### src/rtl/instr_fetch_unit.sv
// Instruction fetch unit: IDLE -> FETCH -> ISSUE loop with a single outstanding
// instruction-memory read, a registered issue slot held until the consumer
// accepts it, jump / jump-and-link redirection and a one-cycle link strobe.
module instr_fetch_unit #(
  parameter logic [15:0] RESET_PC = 16'h0000
) (
  input  logic        clk,
  input  logic        rst,
  output logic        imem_req,
  output logic [15:0] imem_addr,
  input  logic        imem_ack,
  input  logic [15:0] imem_rdata,
  output logic        inst_valid,
  input  logic        inst_ready,
  output logic [15:0] instr,
  output logic [3:0]  opcode,
  output logic [15:0] pc_out,
  input  logic        jump,
  input  logic        jal,
  output logic        link_valid,
  output logic [15:0] link_addr
);

  typedef enum logic [1:0] {IDLE, FETCH, ISSUE} state_e;

  state_e      state_q, state_d;
  logic [15:0] pc_q, pc_d;
  logic        imem_req_q, imem_req_d;
  logic [15:0] imem_addr_q, imem_addr_d;
  logic        inst_valid_q, inst_valid_d;
  logic [15:0] instr_q, instr_d;
  logic [15:0] pc_out_q, pc_out_d;
  logic        link_valid_q, link_valid_d;
  logic [15:0] link_addr_q, link_addr_d;

  logic [15:0] seq_pc;
  logic [15:0] next_pc;
  logic        handshake;

  // Sequential successor of the issued instruction; 16-bit add wraps naturally.
  assign seq_pc    = pc_out_q + 16'd1;
  assign handshake = inst_valid_q && inst_ready;

  // Next-state and registered-output logic; every output is computed here one
  // cycle ahead so the port values come straight from flops.
  always_comb begin
    state_d      = state_q;
    pc_d         = pc_q;
    imem_req_d   = imem_req_q;
    imem_addr_d  = imem_addr_q;
    inst_valid_d = inst_valid_q;
    instr_d      = instr_q;
    pc_out_d     = pc_out_q;
    link_valid_d = 1'b0;
    link_addr_d  = link_addr_q;
    next_pc      = seq_pc;

    case (state_q)
      // Single post-reset cycle: present the first request as FETCH begins.
      IDLE: begin
        state_d     = FETCH;
        imem_req_d  = 1'b1;
        imem_addr_d = pc_q;
      end
      // Request and address stay put until memory answers.
      FETCH: begin
        if (imem_ack) begin
          instr_d      = imem_rdata;
          pc_out_d     = pc_q;
          imem_req_d   = 1'b0;
          inst_valid_d = 1'b1;
          state_d      = ISSUE;
        end
      end
      // Hold the issued instruction; jump/jal only matter at the handshake.
      ISSUE: begin
        if (handshake) begin
          if (jump || jal) next_pc = {pc_out_q[15:12], instr_q[11:0]};
          pc_d         = next_pc;
          imem_req_d   = 1'b1;
          imem_addr_d  = next_pc;
          inst_valid_d = 1'b0;
          state_d      = FETCH;
          if (jal) begin
            link_valid_d = 1'b1;
            link_addr_d  = seq_pc;
          end
        end
      end
      default: state_d = IDLE;
    endcase
  end

  // State register with synchronous reset; reset abandons any outstanding work.
  always_ff @(posedge clk) begin
    if (rst) begin
      state_q      <= IDLE;
      pc_q         <= RESET_PC;
      imem_req_q   <= 1'b0;
      imem_addr_q  <= RESET_PC;
      inst_valid_q <= 1'b0;
      instr_q      <= 16'h0000;
      pc_out_q     <= RESET_PC;
      link_valid_q <= 1'b0;
      link_addr_q  <= 16'h0000;
    end else begin
      state_q      <= state_d;
      pc_q         <= pc_d;
      imem_req_q   <= imem_req_d;
      imem_addr_q  <= imem_addr_d;
      inst_valid_q <= inst_valid_d;
      instr_q      <= instr_d;
      pc_out_q     <= pc_out_d;
      link_valid_q <= link_valid_d;
      link_addr_q  <= link_addr_d;
    end
  end

  assign imem_req   = imem_req_q;
  assign imem_addr  = imem_addr_q;
  assign inst_valid = inst_valid_q;
  assign instr      = instr_q;
  assign opcode     = instr_q[15:12];
  assign pc_out     = pc_out_q;
  assign link_valid = link_valid_q;
  assign link_addr  = link_addr_q;

endmodule

### config.mk
export PLATFORM = sky130hd
export DESIGN_NAME = instr_fetch_unit
export DESIGN_NICKNAME = d
export VERILOG_FILES = /design/src/rtl/instr_fetch_unit.sv
export SDC_FILE = /design/constraint.sdc
export NUM_CORES = 1
export LEC_CHECK = 0
export CORE_ASPECT_RATIO = 1.4
export CORE_MARGIN = 4
export CORE_UTILIZATION = 52
export DETAILED_ROUTE_END_ITERATION = 10
export GPL_ROUTABILITY_DRIVEN = 1
export GPL_TIMING_DRIVEN = 0
export PLACE_DENSITY = 0.95
export REMOVE_ABC_BUFFERS = 1
export SLEW_MARGIN = 20
export SYNTH_ARGS = -nofsm -noshare
export SYNTH_HDL_FRONTEND = slang
export SYNTH_SLANG_ARGS = --single-unit
### constraint.sdc
create_clock -name clk -period 3.1 [get_ports clk]
set_input_delay 0.31 -clock clk [delete_from_list [all_inputs] [get_ports clk]]
set_output_delay 0.31 -clock clk [all_outputs]
set_load 0.005 [all_outputs]
==> impl_metrics.csv, run 1 <==
group,metric,value,unit
grt,globalRoute.totalOverflow,0,
timing,slew_violations,0,
worst_setup_path,path_max_fanout,26,
die,die_y,106,um
synth,xor_and_xnor_fraction_of_the_mapped_netlist_area,3.95,%
timing,postLayoutSetupSlackWorst,0.472,ns
worst_setup_path,critical_path_arrival,2.89,ns
timing,final.setup.tns,0,ns
cts,post_cts_resized,1,
cts,cts_inserted_buffers,9,
drt,drt_iter0_markers,381,
synth,synth_cell_types,43,
cts,htree_levels,3,
grt,first_pass_grt_wire_length,16.9,mm
drt,route.final.wire_length,10.7,mm
place,number_of_input_and_output_port_buffers_inserted,92,
timing,final-hold-violation-count,0,
worst_setup_path,timing.reg2reg.worst_path_depth,6,
synth,ys_seq_area_share,48.0,%
worst_hold_path,timing.hold.worst.class,"register to register",
synth,postSynthRegisterBits,85,
worst_setup_path,worst_setup_path_end_kind,"register",
finish,antennaDiodeCount,0,
synth,synthesis.yosys.warnings,0,
die,die_area,8230,um^2
timing,clock-skew-final,0.0111,ns
worst_setup_path,timing.critical_path.required,3.36,ns
cts,clock_sink_count,85,
timing,final.min_clock_period,2.63,ns
cts,clock-root-buffer,"sky130_fd_sc_hd__clkbuf_8",
timing,rsz0062_at_grt,"false",
timing,final_min_period_over_clock_period,84.8,%
worst_setup_path,ff_to_ff_start,"state_q[1]$_SDFFE_PP0P_",
power_and_ir_drop,vdd_drop_max,0.367,mV
die,core_area,6610,um^2
die,io-pin-count,93,
timing,slew_headroom,36.0,%
cts,hold_buf_count_cts,0,
grt,grt_start_max_net_pins,74,
synth,synthDominantCellAreaShare,48.0,%
drt,vias_per_cell,6.01,
grt,grt_pass1_vias,3590,
synth,synthCells,448,
finish,drive_above_1_share,5.15,%
cts,tritoncts,"yes",
synth,compound_gate_fraction_of_synth_area,18.7,%
grt,grt.met2_usage,45.4,%
synth,synth_mux_area_share,1.41,%
synth,synth_simple_gate_area_share,23.2,%
place,place_hpwl,7.03,mm
worst_hold_path,launch_instance_of_the_worst_min_delay_path,"link_addr[1]$_SDFFE_PP0P_",
place,place_congestion,0.857,
grt,met3_usage,6.07,%
job,drv.max_cap_violation_count,0,
place,preCtsSetupSlack,-0.0922,ns
drt,drt.antenna.violating_nets,0,
synth,synth_adder_area_share,0.353,%
cts,cts.path.max_buffers,2,
drt,post_detailed_route_drc_marker_count,0,
timing,worst_pin_slew,0.957,ns
die,floorplan.initialDensity,53.6,%
synth,async_reset_ff_share,0,%
worst_setup_path,crit_start,"state_q[1]$_SDFFE_PP0P_",
cts,cts_setup_buffers,0,
synth,post_synth_main_area_contributors,"sky130_fd_sc_hd__dfxtp_1 48%, sky130_fd_sc_hd__nand2_1 11%, sky130_fd_sc_hd__a21oi_1 7.6%, sky130_fd_sc_hd__nor2_1 5.6%, sky130_fd_sc_hd__clkbuf_1 2.8%",
drt,wl_per_cell,17.4,um
worst_setup_path,critical_path_source_type,"register",
timing,timing.final.setup_violations,0,
power_and_ir_drop,power_dens_cells,447,nW/um^2
finish,finalNetCount,542,
synth,synthesis.area,3550,um^2
synth,netlist.top_cell.by_area,"sky130_fd_sc_hd__dfxtp_1",
worst_setup_path,timing.setup.critical_path_class,"register to register",
finish,areaGrowthSynthToFinish,31.5,%
cts,worst_skew_pair.late_latency,0.35,ns
grt,grt_antenna_before_repair,0,
synth,largest_family_of_logic_cells_by_synthesized_area,"simple AND/OR/NAND/NOR gates",
worst_hold_path,hold_path_cells,2,
synth,synth_enable_flop_cells,0,
drt,via_count,3705,
drt,firstDrtPassIters,6,
die,std_cell_rows,35,
power_and_ir_drop,cellLeakagePower,0.00157,uW
cts,cts.reportedPaths.clkPinSlew,0.08,ns
synth,synthFlopType,"sky130_fd_sc_hd__dfxtp_1",
die,die_w,77.8,um
timing,highest_clock_rate,381,MHz
grt,grt.busiest_layer,"met2",
synth,postSynthAreaPerCell,7.92,um^2
status,status,"finished clean",
grt,use_met1,27.2,%
grt,grt_util_all_layers,25.8,%
==> layout by cell type, fill, tap and decap left out, types with 2 or more instances in the layout <==
cell type / n
sky130_fd_sc_hd__nand2_1: 100
sky130_fd_sc_hd__clkdlybuf4s50_1: 91
sky130_fd_sc_hd__dfxtp_1: 84
sky130_fd_sc_hd__a21oi_1: 53
sky130_fd_sc_hd__nor2_1: 51
sky130_fd_sc_hd__o21ai_0: 15
sky130_fd_sc_hd__nor3_1: 12
sky130_fd_sc_hd__a211oi_1: 11
sky130_fd_sc_hd__clkbuf_8: 11
sky130_fd_sc_hd__xor2_1: 10
sky130_fd_sc_hd__nor4_1: 7
sky130_fd_sc_hd__nand3_1: 7
sky130_fd_sc_hd__o22ai_1: 6
sky130_fd_sc_hd__xnor2_1: 6
sky130_fd_sc_hd__mux2i_1: 5
sky130_fd_sc_hd__inv_1: 3
sky130_fd_sc_hd__a211o_1: 3
sky130_fd_sc_hd__and3_1: 3
sky130_fd_sc_hd__o211ai_1: 3
sky130_fd_sc_hd__o221ai_1: 3
sky130_fd_sc_hd__a31oi_1: 3
sky130_fd_sc_hd__clkinv_2: 3
sky130_fd_sc_hd__nand2b_1: 2
sky130_fd_sc_hd__o21a_1: 2
sky130_fd_sc_hd__a21o_1: 2
sky130_fd_sc_hd__a221oi_1: 2
sky130_fd_sc_hd__o41ai_1: 2
sky130_fd_sc_hd__a2111oi_0: 2
==> layout make-up <==
type                    count  area [um^2]
clock buffers              12          155
clock inverters             4         22.5
fillers                   504         1950
inverters                   3         11.3
multi-input cells         326         1700
flip-flops and latches     85         1700
well taps                  92          115
repair buffers             94          953
==> path summary, 6_finish.rpt <==
check / slack [ns] / endpoint
max: 0.47 / link_addr[4]$_SDFFE_PP0P_
min reg2reg: 0.47 / link_addr[1]$_SDFFE_PP0P_
max reg2reg: 0.47 / link_addr[4]$_SDFFE_PP0P_
min: 0.47 / link_addr[1]$_SDFFE_PP0P_
==> worst max-delay path, cell delays in order, from the launching register on <==
cell                       delay, ns
sky130_fd_sc_hd__dfxtp_2        0.70
sky130_fd_sc_hd__nand2b_1       0.34
sky130_fd_sc_hd__nor2_2         0.48
sky130_fd_sc_hd__buf_8          0.23
sky130_fd_sc_hd__and2_2         0.48
sky130_fd_sc_hd__nor2_1         0.09
sky130_fd_sc_hd__a211oi_1       0.22
==> sequential cells by signal, summed over array words and instances (netlist names) <==
signal / cells
pc_out: 16
link_addr: 16
pc_q: 16
link_valid: 1
imem_addr: 16
imem_req: 1
instr: 16
inst_valid: 1
state_q: 2
==> metrics by stage <==
stage	instances	hold slack, ns	area [um^2]	power, uW	utilization [%]
after floorplan	414	0.375	3400	1250	-
after global placement	598	0.443	4440	1380	67.1
after detailed placement	600	0.457	4480	1390	67.7
after CTS	616	0.469	4660	2080	70.4
after global routing	616	0.486	4660	2150	70.5
final	616	0.468	4660	2090	70.5
==> layer usage <==
layer,up-vias,wire length (um)
li1,1679,-
met1,1734,3740
met2,240,5540
met3,52,981
met4,0,436
met5,-,0
==> Yosys cell counts (2+ instances only) <==
master                      number
sky130_fd_sc_hd__nand2b_1        2
sky130_fd_sc_hd__o211ai_1        3
sky130_fd_sc_hd__nand2_1       100
sky130_fd_sc_hd__nor4_1          7
sky130_fd_sc_hd__o22ai_1         6
sky130_fd_sc_hd__xor2_1         10
sky130_fd_sc_hd__and3_1          3
sky130_fd_sc_hd__xnor2_1         6
sky130_fd_sc_hd__o221ai_1        3
sky130_fd_sc_hd__nand3_1         7
sky130_fd_sc_hd__a2111oi_0       2
sky130_fd_sc_hd__o21ai_0        15
sky130_fd_sc_hd__a21oi_1        54
sky130_fd_sc_hd__a211oi_1       11
sky130_fd_sc_hd__a31oi_1         3
sky130_fd_sc_hd__buf_2           2
sky130_fd_sc_hd__o21a_1          2
sky130_fd_sc_hd__a221oi_1        2
sky130_fd_sc_hd__dfxtp_1        85
sky130_fd_sc_hd__clkbuf_1       26
sky130_fd_sc_hd__o41ai_1         2
sky130_fd_sc_hd__nor3_1         12
sky130_fd_sc_hd__a21o_1          2
sky130_fd_sc_hd__buf_4           4
sky130_fd_sc_hd__nor2_1         53
sky130_fd_sc_hd__mux2i_1         5
sky130_fd_sc_hd__inv_1           3
sky130_fd_sc_hd__a211o_1         3
==> cell families after synthesis <==
family / count (synthesis)
multiplexers: 5
flip-flops: 85
buffers and inverters: 37
AND/OR/NAND/NOR: 194
AO/OA/AOI/OAI: 110
adder cells (fa/ha/maj): 1
XOR/XNOR: 16
==> where the power goes <==
group / internal (uW) / total (uW) / leakage, uW / switching (uW)
combinational: 103 / 220 / 0.000789 / 117
sequential: 1120 / 1150 / 0.000689 / 31.4
clock: 331 / 715 / 0.0000921 / 384
Note: power is estimated with default switching activity, not from simulation.
==> run 2: changes to the inputs <==
- CORE_UTILIZATION: 52 -> 48
- PLACE_DENSITY: 0.95 -> 0.9
- clock period: 3.1 -> 2.51 ns (I/O delays scaled with it)
==> run 2 against run 1 <==
Power is 33% higher. Count of clock-buffer cells in the layout stayed put. Flip-flop and latch count stayed put. Combinational power is 22% higher. Critical path type unchanged. Critical endpoint is now link_addr[5]$_SDFFE_PP0P_.
==> impl_metrics.csv, run 2 (synthesis gave the netlist of run 1 again) <==
group,metric,value,unit
grt,first_pass_grt_wire_length,16.2,mm
drt,vias_per_cell,5.73,
worst_setup_path,cell_breakdown_of_the_critical_path,"nand2b_1 -> nor2_2 -> nand2_1 -> nor2_1 -> nor3_1",
worst_setup_path,r2r_setup_slack,0.12,ns
worst_setup_path,critical_path_arrival,2.61,ns
die,die_w,80.7,um
drt,via_count,3541,
finish,layout.cells.non_filler,618,
timing,final_min_period_over_clock_period,95.1,%
timing,slew_headroom,26.8,%
cts,tritoncts,"yes",
timing,rsz0062_at_grt,"false",
cts,clock-root-buffer,"sky130_fd_sc_hd__clkbuf_8",
drt,route.final.wire_length,10.2,mm
cts,cts.path.max_buffers,2,
die,floorplan.initialDensity,50.2,%
worst_setup_path,timing.critical_path.required,2.74,ns
power_and_ir_drop,power_dens_cells,589,nW/um^2
finish,finalNetCount,542,
timing,highest_clock_rate,419,MHz
drt,post_detailed_route_drc_marker_count,0,
power_and_ir_drop,power_switching_share,23.7,%
grt,grt.busiest_layer,"met2",
die,die_y,110,um
grt,use_met1,27.0,%
place,place_hpwl,6.81,mm
die,die_area,8850,um^2
cts,post_cts_resized,2,
drt,wl_per_cell,16.5,um
drt,drt_iter0_markers,351,
finish,antennaDiodeCount,0,
power_and_ir_drop,power.share.sequential,51.0,%
worst_hold_path,hold_path_cells,2,
grt,grt_util_all_layers,23.6,%
worst_setup_path,timing.setup.critical_path_class,"register to register",
finish,drive_above_1_share,4.97,%
finish,areaGrowthSynthToFinish,33.1,%
grt,grt_pass1_vias,3369,
finish,final_cell_mix,"100 x sky130_fd_sc_hd__nand2_1, 91 x sky130_fd_sc_hd__clkdlybuf4s50_1, 84 x sky130_fd_sc_hd__dfxtp_1",
power_and_ir_drop,power.share.clock,39.3,%
finish,layout.core_utilization,66.8,%
power_and_ir_drop,power_frac_comb,9.6,%
worst_setup_path,path_buf_inv,0,
timing,final.min_clock_period,2.39,ns
job,drv.max_cap_violation_count,0,
place,dpl.cell_count,603,
power_and_ir_drop,vdd_drop_max,0.348,mV
drt,drt.antenna.violating_nets,0,
finish,layout.cells.most_common,"sky130_fd_sc_hd__nand2_1",
timing,final-hold-violation-count,0,
worst_setup_path,cpMaxStageDelayCell,"sky130_fd_sc_hd__dfxtp_2",
worst_setup_path,cp_slowest_stage_delay,0.69,ns
cts,cts_setup_buffers,0,
cts,cts_inserted_buffers,9,
worst_setup_path,path_max_fanout,25,
worst_setup_path,worst_setup_path_end_kind,"register",
cts,worst_skew_pair.late_latency,0.37,ns
cts,hold_buf_count_cts,0,
worst_setup_path,timing.reg2reg.worst_path_depth,5,
drt,firstDrtPassIters,7,
place,place_congestion,0.875,
die,std_cell_rows,36,
timing,timing.final.setup_violations,0,
grt,grt_start_max_net_pins,74,
timing,final.setup.tns,0,ns
worst_setup_path,cp_top_family,"simple AND/OR/NAND/NOR gates",
worst_setup_path,critical_path_source_type,"register",
power_and_ir_drop,netSwitchingPower,660,uW
die,core_area,7070,um^2
timing,slew_violations,0,
power_and_ir_drop,internal-power,2120,uW
power_and_ir_drop,cellLeakagePower,0.00159,uW
grt,met3_usage,3.85,%
grt,globalRoute.totalOverflow,0,
grt,grt.met2_usage,40.8,%
die,io-pin-count,93,
status,status,"finished clean",
cts,clock_sink_count,85,
timing,clock-skew-final,0.00966,ns
worst_setup_path,critical_path_cell_count,5,
timing,worst_pin_slew,1.10,ns
grt,grt_antenna_before_repair,0,
worst_hold_path,timing.hold.worst.class,"input pin to register",
timing,holdWs,0.417,ns
finish,num-fill-cells,589,
cts,htree_levels,3,
cts,cts.reportedPaths.clkPinSlew,0.09,ns
place,number_of_input_and_output_port_buffers_inserted,92,
==> run 2: final cells by class <==
cell class	count	area (um^2)	share of cell area [%]
clock buffer	12	155	3.29
timing repair buffer	94	961	20.4
tap	95	119	2.52
inverter	3	11.3	0.239
clock inverter	3	68.8	1.46
sequential	85	1700	36.1
multi-input combinational	326	1700	36.1
==> run 2: power by group through the flow <==
stage / logic [uW] / clock network (uW) / registers [uW]
floorplan: 99.7 / 0 / 1440
global placement: 252 / 0 / 1450
detailed placement: 265 / 0 / 1450
CTS: 267 / 1100 / 1420
global route: 291 / 1150 / 1420
finish: 268 / 1090 / 1420
==> run 2: final timing paths <==
path | start | to
max | state_q[1]$_SDFFE_PP0P_ | link_addr[5]$_SDFFE_PP0P_
max reg2reg | state_q[1]$_SDFFE_PP0P_ | link_addr[5]$_SDFFE_PP0P_
min | rst | link_valid$_SDFF_PP0_
min reg2reg | link_addr[1]$_SDFFE_PP0P_ | link_addr[1]$_SDFFE_PP0P_
==> run 2: routing by layer <==
metal  vias to the layer above  wire length (um)
li1                       1680                 -
met1                      1667              3880
met2                       156              5260
met3                        38               626
met4                         0               436
met5                         -                 0
==> run 2: per-stage QoR <==
stage	setup slack [ns]	power (uW)	area [um^2]
floorplan	-0.105	1540	3400
global placement	-1.72	1700	4440
detailed placement	-0.581	1720	4490
CTS	0.0843	2790	4720
global route	0.0295	2860	4720
finish	0.123	2780	4720
